--- src/rtl/wb_arbiter2.sv ---
// Two-master Wishbone pipelined arbiter: round-robin on ties, registered grant,
// zero-latency request passthrough from the owning master to the shared bus.
module wb_arbiter2 #(
    parameter int AW               = 5,
    parameter int DW               = 32,
    parameter bit OPT_ZERO_ON_IDLE = 1'b0
) (
    input  logic              i_clk,
    input  logic              i_reset,
    input  logic              i_a_cyc,
    input  logic              i_a_stb,
    input  logic              i_a_we,
    input  logic [AW-1:0]     i_a_addr,
    input  logic [DW-1:0]     i_a_data,
    input  logic [DW/8-1:0]   i_a_sel,
    output logic              o_a_stall,
    output logic              o_a_ack,
    output logic              o_a_err,
    output logic [DW-1:0]     o_a_data,
    input  logic              i_b_cyc,
    input  logic              i_b_stb,
    input  logic              i_b_we,
    input  logic [AW-1:0]     i_b_addr,
    input  logic [DW-1:0]     i_b_data,
    input  logic [DW/8-1:0]   i_b_sel,
    output logic              o_b_stall,
    output logic              o_b_ack,
    output logic              o_b_err,
    output logic [DW-1:0]     o_b_data,
    output logic              o_wb_cyc,
    output logic              o_wb_stb,
    output logic              o_wb_we,
    output logic [AW-1:0]     o_wb_addr,
    output logic [DW-1:0]     o_wb_data,
    output logic [DW/8-1:0]   o_wb_sel,
    input  logic              i_wb_stall,
    input  logic              i_wb_ack,
    input  logic              i_wb_err,
    input  logic [DW-1:0]     i_wb_data
);

    typedef enum logic [1:0] {
        IDLE  = 2'd0,
        OWN_A = 2'd1,
        OWN_B = 2'd2
    } grant_e;

    grant_e grant_q;
    logic   last_b_q;
    logic   own_a, own_b, idle, pass_b;

    // Ownership is released only by the owner dropping cyc or a bus error;
    // there is never a direct hand-over, so every switch passes through IDLE.
    always_ff @(posedge i_clk) begin
        if (i_reset) begin
            grant_q  <= IDLE;
            last_b_q <= 1'b1;
        end else begin
            case (grant_q)
                IDLE: begin
                    if (i_a_cyc && (!i_b_cyc || last_b_q)) begin
                        grant_q  <= OWN_A;
                        last_b_q <= 1'b0;
                    end else if (i_b_cyc) begin
                        grant_q  <= OWN_B;
                        last_b_q <= 1'b1;
                    end
                end
                OWN_A:   if (!i_a_cyc || i_wb_err) grant_q <= IDLE;
                OWN_B:   if (!i_b_cyc || i_wb_err) grant_q <= IDLE;
                default: grant_q <= IDLE;
            endcase
        end
    end

    assign own_a  = (grant_q == OWN_A);
    assign own_b  = (grant_q == OWN_B);
    assign idle   = !own_a && !own_b;
    assign pass_b = own_b || (idle && last_b_q);

    always_comb begin
        o_wb_cyc = 1'b0;
        o_wb_stb = 1'b0;
        o_wb_we  = 1'b0;
        if (own_a) begin
            o_wb_cyc = i_a_cyc;
            o_wb_stb = i_a_stb;
            o_wb_we  = i_a_we;
        end else if (own_b) begin
            o_wb_cyc = i_b_cyc;
            o_wb_stb = i_b_stb;
            o_wb_we  = i_b_we;
        end
    end

    // Without zeroing, the idle bus keeps showing the most recent owner's request.
    always_comb begin
        if (idle && OPT_ZERO_ON_IDLE) begin
            o_wb_addr = '0;
            o_wb_data = '0;
            o_wb_sel  = '0;
        end else if (pass_b) begin
            o_wb_addr = i_b_addr;
            o_wb_data = i_b_data;
            o_wb_sel  = i_b_sel;
        end else begin
            o_wb_addr = i_a_addr;
            o_wb_data = i_a_data;
            o_wb_sel  = i_a_sel;
        end
    end

    assign o_a_stall = own_a ? i_wb_stall : 1'b1;
    assign o_a_ack   = own_a && i_wb_ack && i_a_cyc;
    assign o_a_err   = own_a && i_wb_err && i_a_cyc;
    assign o_b_stall = own_b ? i_wb_stall : 1'b1;
    assign o_b_ack   = own_b && i_wb_ack && i_b_cyc;
    assign o_b_err   = own_b && i_wb_err && i_b_cyc;
    assign o_a_data  = i_wb_data;
    assign o_b_data  = i_wb_data;

endmodule

--- config.mk ---
export PLATFORM = sky130hd
export DESIGN_NAME = wb_arbiter2
export DESIGN_NICKNAME = d
export VERILOG_FILES = /design/src/rtl/wb_arbiter2.sv
export SDC_FILE = /design/constraint.sdc
export NUM_CORES = 1
export LEC_CHECK = 0
export ABC_AREA = 1
export BUFFER_PORTS_ARGS = -buffer_cell sky130_fd_sc_hd__buf_2
export CORE_AREA = 2 2 93 95
export DETAILED_ROUTE_END_ITERATION = 10
export DIE_AREA = 0 0 95 97
export GPL_TIMING_DRIVEN = 0
export MAX_ROUTING_LAYER = met4
export PLACE_DENSITY = 0.55
export SYNTH_ARGS = -nofsm -noshare
export SYNTH_HDL_FRONTEND = slang
export SYNTH_SLANG_ARGS = --single-unit
--- constraint.sdc ---
create_clock -name i_clk -period 3.5 [get_ports i_clk]
set_input_delay 0.35 -clock i_clk [delete_from_list [all_inputs] [get_ports i_clk]]
set_output_delay 0.35 -clock i_clk [all_outputs]
set_load 0.01 [all_outputs]
==> results.yml <==
outcome:
  outcome: "complete, no violations"
setup_path:
  cp_cell_sequence: "inv_1 -> ha_1 -> o21bai_4 -> buf_6 -> mux2_4 -> buf_2"
  required_ns: 3.15
  cpPeakStageDelay_ns: 0.35
  cp.buffers_inverters: 3
  cp_max_fo: 10
  critPathLaunchType: "register"
  cp-end-kind: "output port"
  path_class: "reg2out"
  critical-path-top-delay-family: "buffers and inverters"
  cp.arrival_ns: 1.94
  cpMaxStageDelayCell: "dfxtp_1"
route:
  drt-initial-drc-count: 23
  vias: 1721
  drtPass1Iterations: 4
  wl_mm: 4.87
  drcViolationCount: 0
  via_per_inst: 3.65
  detail_route.wl_per_cell_um: 10.3
  drtAntennaViolNets: 0
floorplan:
  ios: 239
  fp.dieW_um: 95
  die-area_um2: 9220
  initial_core_util: 0.174
  row_count: 33
  die_h_um: 97
  fp.coreArea_um2: 8130
sta:
  min_period_over_period: 0.655
  fmax_ghz: 0.436
  tightest_slew_ns: 0.263
  finalSetupViolCount: 0
  finClkSkew_ns: 0.000574
  finalSetupTns_ns: 0
  layout_min_cycle_time_ns: 2.29
  hold_slack_ns: 0.328
  relSlewSlack: 0.824
  slew_viol_final: 0
  rsz0062_at_grt: "no"
  fin_ws_ns: 1.21
  hold_viol: 0
clocking:
  clk_latency_ns: 0.21
  h-tree-depth: 1
  cts-root-buf: "clkbuf_8"
  clock-sinks: 3
  cts_tree: "built"
  numCtsBuffers: 3
  ctsResizeCount: 0
  cts_buffer_depth: 2
  post-cts-setup-buffers: 0
  hold_buffers: 0
  path_clk_slew_ns: 0.03
cells_and_area:
  syn_to_final_growth_pct: 85.1
  drive_gt1_frac: 0.872
  instances_no_fill: 471
  nNetsFinal: 495
  utilization: 0.323
  n_antenna_cell: 0
  finalInstanceArea_um2: 2630
yosys:
  ys_seq_area_frac: 0.0423
  synthArstFlopShare: 0
  synth_cells: 156
  yosysWarnings: 0
  synth_edf_count: 0
  syn_nets: 284
  ys.flop_type: "dfxtp_1"
  yosys.cell_types.count: 14
  synth_area_per_cell_um2: 9.10
  synth_top_area_frac: 0.423
  yosys-top-cells-area: "mux2_4 42%, buf_4 34%, nand2_1 4.8%, dfxtp_1 4.2%, buf_6 3.2%"
  synth.most_common_cell: "buf_4"
  synth.largest_area_cell: "mux2_4"
  syn_area_um2: 1420
  synth_common_cells: "64 x buf_4, 40 x mux2_4, 18 x nand2_1"
  synth.ff_latch_count: 3
min_path:
  min_path_type: "in2reg"
power_and_ir_drop:
  power_density_nw_per_um2: 269
  leakage_nw: 1.67
  peakVddDrop_uv: 114
  power_uw: 706
placement:
  place_congestion: 0.674
  place_hpwl_mm: 4.47
  io_buffers: 206
  place_area_um2: 2580
  place_ws_ns: 1.41
  dp.cells: 467
grt:
  overflow: 0
  grt_pass1_wl_mm: 6.85
  grt_usage: 0.0941
  antenna_found_initial: 0
  grt_pass1_vias: 1603
  grt_max_degree: 11
run:
  drv_cap: 0
==> sequential cells by signal, summed over array words and instances (netlist names) <==
| name | flops |
|---|---|
| grant_q | 2 |
| last_b_q | 1 |
==> routing by layer <==
metal  wire length [um]  GRT usage  up-vias  part of all wire
li1                   -          -      866                 -
met3                636     0.0202        4              0.13
met5                  0          -        -                 0
met1               1570     0.0849      727              0.32
met2               2620      0.187      124              0.54
met4                 47     0.0323        0            0.0097
==> final timing paths <==
| kind | slack (ns) | to | cells past startpoint | start |
|---|---|---|---|---|
| max | 1.21 | o_wb_sel[3] | 6 | grant_q[0]$_SDFFE_PP0P_ |
| min | 0.33 | grant_q[1]$_SDFFE_PP0P_ | 2 | i_reset |
| max reg2reg | 2.20 | grant_q[0]$_SDFFE_PP0P_ | 7 | grant_q[0]$_SDFFE_PP0P_ |
| min reg2reg | 0.46 | last_b_q$_SDFFE_PP1P_ | 2 | last_b_q$_SDFFE_PP1P_ |
==> cells in the final DEF (no fill, tap or decap), drive strengths merged <==
master,n
ha,3
o21ai,1
inv,8
nand2,18
nand4,2
dfxtp,3
mux2,41
nand3,4
clkbuf,4
nor2,4
o21bai,1
a21oi,3
buf,274
==> area by class of cell <==
type,instances,area (um2)
Fill cell,872,5510
Timing Repair Buffer,206,1030
Multi-Input combinational cell,77,803
Buffer,68,526
Tap cell,105,131
Sequential cell,3,60.1
Clock buffer,4,45.0
Inverter,8,30.0
==> power by group <==
| part | internal (mW) | switching [mW] | total, mW |
|---|---|---|---|
| Combinational | 0.332 | 0.235 | 0.567 |
| Sequential | 0.0381 | 0.00231 | 0.0404 |
| Clock | 0.0775 | 0.0212 | 0.0987 |
==> logic make-up after synthesis <==
group                    synth area share
adder cells (fa/ha/maj)            0.0265
flip-flops                         0.0423
AND/OR/NAND/NOR                    0.0811
multiplexers                        0.431
AO/OA/AOI/OAI                      0.0273
buffers and inverters               0.392
(Power assumes the default switching activity.)
